**src/rtl/pll_lock_supervisor.sv**
```systemverilog
// PLL lock supervisor: synchronise/debounce pll_lock, request PLL reset on timeout, count events.
// Optional PLL_LOCK_GLITCH_LOG_EN adds glitch_cnt and last_glitch_len outputs.
module pll_lock_supervisor #(
   parameter int SYNC_STAGES   = 3,
   parameter int STABLE_CYCLES = 1024,
   parameter int LOCK_TIMEOUT  = 65535,
   parameter int RST_PULSE     = 16,
   parameter int CNT_W         = 8
) (
   input  logic             clk_tb,
   input  logic             rst_n,
   input  logic             pll_lock,
   input  logic             clr_err,
   output logic             lock_stable,
   output logic             pll_rst_req,
   output logic             err_sticky,
   output logic [CNT_W-1:0] relock_cnt,
   output logic [CNT_W-1:0] timeout_cnt,
`ifdef PLL_LOCK_GLITCH_LOG_EN
   output logic [CNT_W-1:0] glitch_cnt,
   output logic [15:0]      last_glitch_len,
`endif
   output logic [2:0]       state
);

   localparam int MAX_A = (STABLE_CYCLES > LOCK_TIMEOUT) ? STABLE_CYCLES : LOCK_TIMEOUT;
   localparam int MAX_T = (MAX_A > RST_PULSE) ? MAX_A : RST_PULSE;
   localparam int TMR_W = $clog2(MAX_T);

   localparam logic [TMR_W-1:0] STABLE_LAST  = TMR_W'(STABLE_CYCLES - 1);
   localparam logic [TMR_W-1:0] TIMEOUT_LAST = TMR_W'(LOCK_TIMEOUT - 1);
   localparam logic [TMR_W-1:0] PULSE_LAST   = TMR_W'(RST_PULSE - 1);

   localparam logic [2:0] S_WAIT_LOCK = 3'd0;
   localparam logic [2:0] S_DEBOUNCE  = 3'd1;
   localparam logic [2:0] S_LOCKED    = 3'd2;
   localparam logic [2:0] S_LOST      = 3'd3;
   localparam logic [2:0] S_RST_REQ   = 3'd4;

   generate
      if (SYNC_STAGES < 2 || SYNC_STAGES > 4) begin : g_bad_sync
         $error("pll_lock_supervisor: SYNC_STAGES must be 2..4");
      end
      if (STABLE_CYCLES < 2 || LOCK_TIMEOUT < 2 || RST_PULSE < 2) begin : g_bad_tmr
         $error("pll_lock_supervisor: STABLE_CYCLES, LOCK_TIMEOUT, RST_PULSE must be >= 2");
      end
   endgenerate

   function automatic logic [CNT_W-1:0] sat_inc(input logic [CNT_W-1:0] c, input logic inc);
      return (inc && (c != '1)) ? c + 1'b1 : c;
   endfunction

   logic [SYNC_STAGES-1:0] sync_q;
   logic                   lk_s;
   logic [TMR_W-1:0]       tmr, tmr_nxt;
   logic [2:0]             state_nxt;
   logic                   relock_inc, timeout_inc, err_set;

   always_ff @(posedge clk_tb or negedge rst_n) begin
      if (!rst_n) sync_q <= '0;
      else        sync_q <= {sync_q[SYNC_STAGES-2:0], pll_lock};
   end
   assign lk_s = sync_q[SYNC_STAGES-1];

   always_comb begin
      state_nxt   = state;
      tmr_nxt     = tmr;
      relock_inc  = 1'b0;
      timeout_inc = 1'b0;
      err_set     = 1'b0;
      case (state)
         S_WAIT_LOCK: begin
            if (lk_s) begin
               state_nxt = S_DEBOUNCE;
               tmr_nxt   = '0;
            end else if (tmr == TIMEOUT_LAST) begin
               state_nxt   = S_RST_REQ;
               tmr_nxt     = '0;
               timeout_inc = 1'b1;
            end else begin
               tmr_nxt = tmr + 1'b1;
            end
         end
         S_DEBOUNCE: begin
            // a drop during debounce is a glitch, not a relock
            if (!lk_s) begin
               state_nxt = S_WAIT_LOCK;
               tmr_nxt   = '0;
            end else if (tmr == STABLE_LAST) begin
               state_nxt  = S_LOCKED;
               tmr_nxt    = '0;
               relock_inc = 1'b1;
            end else begin
               tmr_nxt = tmr + 1'b1;
            end
         end
         S_LOCKED: begin
            if (!lk_s) begin
               state_nxt = S_LOST;
               err_set   = 1'b1;
            end
         end
         S_LOST: begin
            state_nxt = S_WAIT_LOCK;
            tmr_nxt   = '0;
         end
         S_RST_REQ: begin
            // lk_s deliberately ignored until the pulse completes
            if (tmr == PULSE_LAST) begin
               state_nxt = S_WAIT_LOCK;
               tmr_nxt   = '0;
            end else begin
               tmr_nxt = tmr + 1'b1;
            end
         end
         default: begin
            state_nxt = S_WAIT_LOCK;
            tmr_nxt   = '0;
         end
      endcase
   end

   // Moore outputs registered off the next state so they move with state
   always_ff @(posedge clk_tb or negedge rst_n) begin
      if (!rst_n) begin
         state       <= S_WAIT_LOCK;
         tmr         <= '0;
         lock_stable <= 1'b0;
         pll_rst_req <= 1'b0;
      end else begin
         state       <= state_nxt;
         tmr         <= tmr_nxt;
         lock_stable <= (state_nxt == S_LOCKED);
         pll_rst_req <= (state_nxt == S_RST_REQ);
      end
   end

   always_ff @(posedge clk_tb or negedge rst_n) begin
      if (!rst_n) begin
         err_sticky  <= 1'b0;
         relock_cnt  <= '0;
         timeout_cnt <= '0;
      end else if (clr_err) begin
         err_sticky  <= 1'b0;
         relock_cnt  <= '0;
         timeout_cnt <= '0;
      end else begin
         err_sticky  <= err_sticky | err_set;
         relock_cnt  <= sat_inc(relock_cnt, relock_inc);
         timeout_cnt <= sat_inc(timeout_cnt, timeout_inc);
      end
   end

`ifdef PLL_LOCK_GLITCH_LOG_EN
   logic glitch;
   assign glitch = (state == S_DEBOUNCE) && !lk_s;

   always_ff @(posedge clk_tb or negedge rst_n) begin
      if (!rst_n) begin
         glitch_cnt      <= '0;
         last_glitch_len <= '0;
      end else begin
         glitch_cnt <= clr_err ? '0 : sat_inc(glitch_cnt, glitch);
         if (glitch) last_glitch_len <= 16'(tmr);
      end
   end
`endif

endmodule

```
**config.mk**
```make
export PLATFORM = sky130hd
export DESIGN_NAME = pll_lock_supervisor
export DESIGN_NICKNAME = d
export VERILOG_FILES = /design/src/rtl/pll_lock_supervisor.sv
export SDC_FILE = /design/constraint.sdc
export NUM_CORES = 1
export LEC_CHECK = 0
export ABC_AREA = 1
export ABC_CLOCK_PERIOD_IN_PS = 4960
export CAP_MARGIN = 30
export CORE_MARGIN = 5
export CORE_UTILIZATION = 60
export CTS_BUF_LIST = sky130_fd_sc_hd__clkbuf_4
export DETAILED_ROUTE_END_ITERATION = 12
export HOLD_SLACK_MARGIN = 0.15
export PLACE_DENSITY = 0.84
export SKIP_CTS_REPAIR_TIMING = 1
export SYNTH_ARGS = -nofsm -noshare
export SYNTH_HDL_FRONTEND = slang
export SYNTH_SLANG_ARGS = --single-unit
```
**constraint.sdc**
```tcl
create_clock -name clk_tb -period 4.96 [get_ports clk_tb]
set_clock_uncertainty 0.2 [all_clocks]
set_input_delay 0.992 -clock clk_tb [delete_from_list [all_inputs] [get_ports clk_tb]]
set_output_delay 0.992 -clock clk_tb [all_outputs]
set_load 0.05 [all_outputs]
```
# After elaboration in Yosys (flattened, before gate mapping)
# Index checks and enable logic that the tools add are counted.
dict set report totals {
  elab_cells 53
  regBits 41
  output_inout_bits 22
  in_bits 4
}
dict set report op_classes {
  addsub 3
  n_mux 26
  bitwise 1
  reduce_logical 5
  n_eq_ne 10
}
# cell n
set ops {}
lappend ops {{two-way mux 16 bit} 5}
lappend ops {{case mux 16 bit (4 select lines)} 1}
lappend ops {{two-way mux 8 bit} 4}
lappend ops {{two-way mux 3 bit} 6}
lappend ops {{adder 16 x 1 -> 16 bit (second input constant)} 1}
lappend ops {{adder 8 x 1 -> 8 bit (second input constant)} 2}
lappend ops {{== test 16 x 10 -> 1 bit (second input constant)} 1}
lappend ops {{== test 16 bit (second input constant)} 1}
lappend ops {{== test 16 x 4 -> 1 bit (second input constant)} 1}
lappend ops {{!= test 8 bit (second input constant)} 2}
lappend ops {{case mux 3 bit (4 select lines)} 1}
lappend ops {{two-way mux 1 bit} 9}
lappend ops {{== test 3 x 2 -> 1 bit (second input constant)} 2}
lappend ops {{== test 3 bit (second input constant)} 2}
lappend ops {{nonzero test 2 bit} 2}
lappend ops {{== test 3 x 1 -> 1 bit (second input constant)} 1}
lappend ops {{zero test 3 bit} 1}
lappend ops {{logical AND 1 bit} 2}
lappend ops {{bitwise OR 1 bit} 1}

# Longest topological paths before layout
# Gate-level depths: netlist (run 1).
dict set report logic_depth {
  word_depth 7
  mapped_depth 10
  ltp_nobuf 10
}

# Least setup slack after synthesis (run 1)
# No wires, ideal clock.
dict set report synth_path {
  kind {input to register}
  startpoint {in clr_err}
  endpoint {reg relock_cnt[7]}
  setup_time_ps 121
  cell_stages 4
  t_arrival_ps 1631
  path_buffers 1
  setup_slack_ps 3009
  t_required_ps 4639
  path_cell_list {clkinv_1 dlygate4sd1_1 nand4_1 nand2_1}
}
dict set report synth_via {
  elab_chain_len 1
  word_cells_on_any_way 2
  cone_classes {mux: 1; reduce/logical: 1}
}
# item line_no
set synth_lines {}
lappend synth_lines {{from (decl)} 13} ;# input logic clr_err,
lappend synth_lines {{two-way mux 8 bit or nonzero test 2 bit (tied branches)} n/a}
lappend synth_lines {{to (signal assigned)} 149} ;# relock_cnt <= sat_inc(relock_cnt, relock_inc);
lappend synth_lines {{to (decl)} 17} ;# output logic [CNT_W-1:0] relock_cnt,
# Parallel ways exist; a longest one is shown, timed or not.
# A chain may end at the register's enable or synchronous reset.

# Worst setup path after layout (run 1)
dict set report layout_path {
  startpoint {reg state[1]}
  endpoint {out state[1]}
}
# item line_no
set layout_lines {}
lappend layout_lines {{from (decl)} 23} ;# output logic [2:0] state
lappend layout_lines {{from (signal assigned)} 131} ;# state <= state_nxt;
# No word-level cell between the ends.

==> qor.yml, run 1 <==
clock_tree:
  numCtsBuffers: 5
  clk_latency_ns: 0.36
  htreeDepth: 2
  clock_path_buffers: 2
  cts.sinks: 41
  cts_tree: "built"
  clk_pin_slew_ns: 0.13
  clockRootBuffer: "clkbuf_4"
critical_path:
  regToRegEndpoint: "lock_stable"
  crit_type: "flip-flop to primary output"
  crit_chain: "clkdlybuf4s50_1"
  critical_path_peak_fanout: 6
  rr_startpoint: "state[0]"
  critPathMaxStageDelay_ns: 0.85
  critPathLaunchType: "flip-flop"
  reg2reg_setup_slack_ns: 2.83
  worst_path_dominant_cell_family: "buffers and inverters"
  crit_path_end_kind: "primary output"
  cp.required_ns: 3.77
  cpMaxStageDelayCell: "clkdlybuf4s50_1"
  critPathBufInv: 1
  rr_worst_depth: 6
  arrival_ns: 1.67
route:
  drt_iter0_drc: 205
  routed_wl_mm: 5.49
  vias_per_cell: 5.51
  route.detailed.wl_per_inst_um: 13.4
  ant_nets: 0
  dr.pass1.iters: 4
  drc: 0
  vias: 2258
logic_synthesis:
  synthCells: 332
  synth_seq_cells: 41
  synth.avg_cell_area_um2: 7.42
  synth_nets: 340
  synth_warnings: 0
  synth_flop_cell: "dfrtp_1"
  netlist_area_mm2: 0.00246
  synth_seq_area_share_pct: 41.6
  synth_edf_count: 0
  ys_types: 32
  async_reset_ff_share_pct: 100
pwr:
  pwr-share-comb_pct: 11.9
  swShare_pct: 29.8
  vdd_drop_max_uv: 151
  leakage_nw: 1.38
  power.switching_uw: 178
  seqPwrFrac_pct: 60.5
  clkPwrFrac_pct: 27.6
  intPower_uw: 421
  powerDensity_mw_per_mm2: 215
grt:
  grt_max_degree: 42
  grtUsageMet1_pct: 30.6
  track_usage_pct: 21.9
  grt_pass1_vias: 2058
  use_met3_pct: 4.46
  busiest_layer: "met2"
  use_met2_pct: 33.4
  grt_pass1_wl_mm: 9.22
  grt-ovfl-total: 0
  antenna_found_initial: 0
cells_and_area:
  ff_latch_area_mm2: 0.00103
  area_delta_synth_final_pct: 13.2
  drive_gt1_share_pct: 7.22
  nets: 368
  final.fill_count: 337
  diodes: 0
  multiInputGateArea_mm2: 0.00126
worst_hold_path:
  hp-class: "flip-flop to flip-flop"
  min_path_cells: 0
  min-delay-start: "sync_q[1]"
  whs_endpoint: "sync_q[2]"
sta:
  fmax_mhz: 349
  setup_viol: 0
  hold_violations: 0
  period_needed_ns: 2.87
  slew_headroom_pct: 38.0
  rsz0062_at_grt: "false"
  drv_slew: 0
  timing.final.ws_setup_ns: 2.09
  timing.setup.tns_ns: 0
  fin_crit_sh_pct: 57.8
  worstMarginPinSlew_ns: 0.929
floorplan:
  row_count: 23
  die_h_um: 74.1
  die_w_um: 74.1
  pin_count: 26
  fp.coreArea_mm2: 0.00400
  dieArea_mm2: 0.00549
  start_util_pct: 61.6
placed_design:
  dp_hpwl_mm: 3.99
  port_buffers: 25
  gp_congestion: 0.938
  dpl_worst_slack_ns: 2.04
outcome:
  status: "completed"
run:
  cap_violations: 0
## layer usage
| metal | part of all wire, % | vias to the layer above |
|---|---|---|
| met3 | 5.1 | 12 |
| met4 | 2.3 | 0 |
| li1 | - | 1133 |
| met5 | 0 | - |
| met1 | 46 | 1045 |
| met2 | 46 | 68 |
## per-stage QoR
stage | total power [mW] | area, µm² | hold WS [ns] | utilization [%] | cells
6_report | 0.600 | 2790 | 0.162 | 69.8 | 410
5_1_grt | 0.626 | 2790 | 0.176 | 69.8 | 410
4_1_cts | 0.602 | 2790 | 0.163 | 69.8 | 410
3_5_place_dp | 0.441 | 2740 | 0.135 | 68.5 | 403
3_3_place_gp | 0.440 | 2740 | 0.134 | 68.5 | 403
2_1_floorplan | 0.418 | 2460 | 0.131 | - | 332
## area by class of cell
| cell class | instances | area share (%) |
|---|---|---|
| clock buffer | 5 | 1.35 |
| clock inverter | 2 | 0.404 |
| inverter | 40 | 5.38 |
| multi-input combinational | 247 | 45.1 |
| sequential | 41 | 36.8 |
| tap | 50 | 2.24 |
| timing repair buffer | 25 | 8.79 |
## state kept, by name (all words and copies together), names as in the netlist
signal / count
tmr: 16
lock_stable: 1
timeout_cnt: 8
pll_rst_req: 1
relock_cnt: 8
err_sticky: 1
sync_q: 3
state: 3
## power by group through the flow
stage / clock, mW / combinational [mW] / sequential (mW)
floorplan: 0 / 0.0476 / 0.371
global placement: 0 / 0.0711 / 0.369
detailed placement: 0 / 0.0717 / 0.369
CTS: 0.167 / 0.0723 / 0.363
global route: 0.179 / 0.0818 / 0.365
finish: 0.165 / 0.0714 / 0.363
## placed cells by master (no fill, tap or decap), types with 2 or more instances in the layout
cell type | netlist | routed
nand3_1 | 36 | 36
nand4_1 | 21 | 21
xor2_1 | 10 | 10
nand2_4 | 3 | 3
nand2_1 | 82 | 82
o21ai_1 | 3 | 3
nor2_1 | 49 | 49
dfrtp_1 | 41 | 41
clkinv_1 | 1 | 2
nor2_2 | 4 | 4
a21oi_1 | 5 | 5
nand2_2 | 3 | 3
ha_1 | 4 | 4
nor3_1 | 5 | 5
o21ai_0 | 6 | 6
o21bai_1 | 3 | 3
clkdlybuf4s50_1 | 0 | 24
inv_2 | 3 | 3
xnor2_1 | 3 | 3
inv_1 | 36 | 36
clkbuf_4 | 0 | 5
nand3_2 | 2 | 2
## kinds of logic (layout without fill, tap and decap cells)
logic type / after synthesis / in the layout / synth area share, %
buffers and inverters: 44 / 72 / 7.36
DFF: 41 / 41 / 41.6
AOI/OAI and AO/OA: 20 / 20 / 4.62
adders and majority gates: 4 / 4 / 2.03
xor gates and xnor gates: 13 / 13 / 4.62
and+or+nand+nor: 210 / 210 / 39.7
## worst reg2reg max path, cell delays in order, from the launching register on
cell	delay, ns
dfrtp_1	0.45
inv_1	0.11
nand3_1	0.40
inv_1	0.48
nand2_1	0.14
o211ai_1	0.15
a21oi_1	0.07
## how the worst max path moves through the flow
stage | startpoint | endpoint | slack (ns) | depth (start not counted)
after detailed placement | clr_err | timeout_cnt[5] | 2.04 | 4
final | state[1] | state[1] | 2.09 | 1
after global routing | state[1] | state[1] | 2.04 | 1
after floorplan | clr_err | relock_cnt[7] | 3.01 | 4
after CTS | relock_cnt[2] | relock_cnt[2] | 2.08 | 1
after global placement | clr_err | timeout_cnt[5] | 2.10 | 4
## synthesized netlist by cell type, drive strengths merged, types with 2 or more instances
cell type | number | area (µm²)
nand2 | 88 | 360
nor2 | 54 | 220
dfrtp | 41 | 1030
inv | 39 | 146
nand3 | 38 | 200
nand4 | 22 | 144
xor2 | 10 | 87.6
o21ai | 9 | 45.0
nor3 | 6 | 41.3
a21oi | 5 | 25.0
ha | 4 | 50.1
o21bai | 3 | 22.5
xnor2 | 3 | 26.3
clkbuf | 2 | 17.5
(Power assumes the default switching activity.)
==> run 2, diff against run 1 <==
--- a/config.mk
+++ b/config.mk
@@ -6,14 +6,14 @@
 export NUM_CORES = 1
 export LEC_CHECK = 0
 export ABC_AREA = 1
-export ABC_CLOCK_PERIOD_IN_PS = 4960
+export ABC_CLOCK_PERIOD_IN_PS = 2800
 export CAP_MARGIN = 30
 export CORE_MARGIN = 5
-export CORE_UTILIZATION = 60
+export CORE_UTILIZATION = 59
 export CTS_BUF_LIST = sky130_fd_sc_hd__clkbuf_4
 export DETAILED_ROUTE_END_ITERATION = 12
 export HOLD_SLACK_MARGIN = 0.15
-export PLACE_DENSITY = 0.84
+export PLACE_DENSITY = 0.83
 export SKIP_CTS_REPAIR_TIMING = 1
 export SYNTH_ARGS = -nofsm -noshare
 export SYNTH_HDL_FRONTEND = slang
==> constraint.sdc (replaced) <==
create_clock -name clk_tb -period 2.8 [get_ports clk_tb]
set_clock_uncertainty 0.2 [all_clocks]
set_input_delay 0.56 -clock clk_tb [delete_from_list [all_inputs] [get_ports clk_tb]]
set_output_delay 0.56 -clock clk_tb [all_outputs]
set_load 0.05 [all_outputs]
==> run 2 against run 1 <==
Effect of this change: die area rose by 1.5%; global-route usage rose by 0.36 points; wire length rose by 1.7%; design area rose by 0.76%; hold slack got worse by 0.057 ns; critical path depth did not move; via count rose by 1.8%; sequential share of layout area fell by 0.28 points; cell count rose by 0.73%; critical endpoint unchanged; power rose by 78%; largest cell class unchanged; largest power group unchanged; critical path type unchanged.
==> qor.yml, run 2 (synthesis results as in run 1) <==
placed_design:
  dp_hpwl_mm: 4.20  # +5.3%
  gp_congestion: 0.913  # -2.6%
  dpl_worst_slack_ns: 0.632  # -1.41 ns
  port_buffers: 25  # unchanged
critical_path:
  critPathBufInv: 1  # unchanged
  critical_path.startpoint: "state[1]"
  crit_type: "flip-flop to primary output"
  regToRegEndpoint: "relock_cnt[3]"
  worst-path-stages: 1  # unchanged
  crit_path_end_kind: "primary output"
  reg2reg_setup_slack_ns: 0.76  # -2.07 ns
  critPathLaunchType: "flip-flop"
  rr_startpoint: "tmr[1]"
  critPathMaxStageDelay_ns: 0.84  # about the same
  crit_chain: "clkdlybuf4s50_1"
  cpMaxStageDelayCell: "clkdlybuf4s50_1"
  cp.required_ns: 2.04  # -1.73 ns
  crit_end: "state[1]"
  arrival_ns: 1.66  # about the same
  rr_worst_depth: 8  # +2
  critical_path_peak_fanout: 6  # unchanged
  worst_path_dominant_cell_family: "buffers and inverters"
floorplan:
  row_count: 23  # unchanged
  dieArea_mm2: 0.00557  # +1.5%
  start_util_pct: 61.2  # -0.44 points
  die_h_um: 74.6  # +0.73%
  pin_count: 26  # unchanged
  fp.coreArea_mm2: 0.00403  # +0.72%
  die_w_um: 74.6  # +0.73%
clock_tree:
  clk_latency_ns: 0.36  # about the same
  cts_tree: "built"
  numCtsBuffers: 5  # unchanged
  clockRootBuffer: "clkbuf_4"
  clk_pin_slew_ns: 0.13  # about the same
  clock_path_buffers: 2  # unchanged
  cts.sinks: 41  # unchanged
  htreeDepth: 2  # unchanged
sta:
  setup_viol: 0  # unchanged
  slew_headroom_pct: 40.7  # +2.7 points
  rsz0062_at_grt: "false"
  fin_crit_sh_pct: 86.6
  drv_slew: 0  # unchanged
  fmax_mhz: 413
  timing.final.ws_setup_ns: 0.376  # -1.72 ns
  period_needed_ns: 2.42
  hold_violations: 0  # unchanged
  timing.setup.tns_ns: 0  # unchanged
  worstMarginPinSlew_ns: 0.889  # -0.0399 ns
route:
  dr.pass1.iters: 6  # +2
  route.detailed.wl_per_inst_um: 13.5  # +1.0%
  drc: 0  # unchanged
  vias: 2299  # +1.8%
  ant_nets: 0  # unchanged
  drt_iter0_drc: 176  # -14%
  routed_wl_mm: 5.59  # +1.7%
  vias_per_cell: 5.57  # +1.1%
cells_and_area:
  regMostFlops: "tmr"
  top_regs: "tmr x16, relock_cnt x8, timeout_cnt x8"
  diodes: 0  # unchanged
  largest_reg_flops: 16  # unchanged
  final_common_cell: "nand2_1"
  final_cell_mix: "82 x nand2_1, 49 x nor2_1, 41 x dfrtp_1, 36 x inv_1, 36 x nand3_1"
  drive_gt1_share_pct: 7.99  # +0.77 points
  nets: 370  # +0.54%
  area_delta_synth_final_pct: 14.1
pwr:
  seqPwrFrac_pct: 60.5  # about the same
  clkPwrFrac_pct: 27.4  # -0.2 points
  pwr-share-comb_pct: 12.1  # +0.2 points
  powerDensity_mw_per_mm2: 379  # +77%
  power.switching_uw: 315  # +76%
  swShare_pct: 29.5  # -0.27 points
  vdd_drop_max_uv: 338  # +120%
  intPower_uw: 752  # +79%
  leakage_nw: 1.40  # +1.2%
grt:
  grt_pass1_wl_mm: 9.47  # +2.8%
  grt-ovfl-total: 0  # unchanged
  grt_max_degree: 42  # unchanged
  track_usage_pct: 22.2  # +0.36 points
  grt_pass1_vias: 2122  # +3.1%
  antenna_found_initial: 0  # unchanged
worst_hold_path:
  hp-class: "input pin to asynchronous set/reset pin"
run:
  cap_violations: 0  # unchanged
outcome:
  status: "completed"
## run 2: metrics by stage
step                total power [mW]  std cells  util (%)  hold WS (ns)  area [µm²]
floorplan                      0.741        332         -        0.0644        2460
CTS                             1.08        413      69.8         0.129        2810
finish                          1.07        413      69.8         0.105        2810
detailed placement             0.785        405      68.4         0.141        2760
global route                    1.13        413      69.8         0.165        2810
global placement               0.780        405      68.4         0.132        2760
## run 2: power groups by stage
stage | Combinational [mW] | Sequential [mW] | Clock [mW]
2_1_floorplan | 0.0842 | 0.656 | 0
3_3_place_gp | 0.126 | 0.654 | 0
3_5_place_dp | 0.129 | 0.656 | 0
4_1_cts | 0.130 | 0.644 | 0.303
5_1_grt | 0.152 | 0.649 | 0.331
6_report | 0.129 | 0.645 | 0.293
## run 2: routing by layer
metal | GRT usage [%] | up-vias | part of all wire (%)
met5 | 0 | - | 0
met3 | 4.54 | 13 | 6.4
met2 | 35.3 | 79 | 47
li1 | - | 1140 | -
met4 | 7.91 | 0 | 2.0
met1 | 30.4 | 1067 | 45
## run 2: how the worst min path moves through the flow
stage / from / end / cells past startpoint
5_1_grt: rst_n / tmr[14] / 1
2_1_floorplan: rst_n / err_sticky / 0
6_report: rst_n / state[1] / 1
4_1_cts: rst_n / state[1] / 1
3_5_place_dp: sync_q[1] / sync_q[2] / 0
3_3_place_gp: sync_q[1] / sync_q[2] / 0
## run 2: final cells by class
cell class                      count  area [µm²]
Inverter                           40         150
Fill cell                         338        1220
Multi-Input combinational cell    247        1260
Tap cell                           50        62.6
Clock inverter                      3        17.5
Timing Repair Buffer               27         260
Sequential cell                    41        1030
Clock buffer                        5        37.5
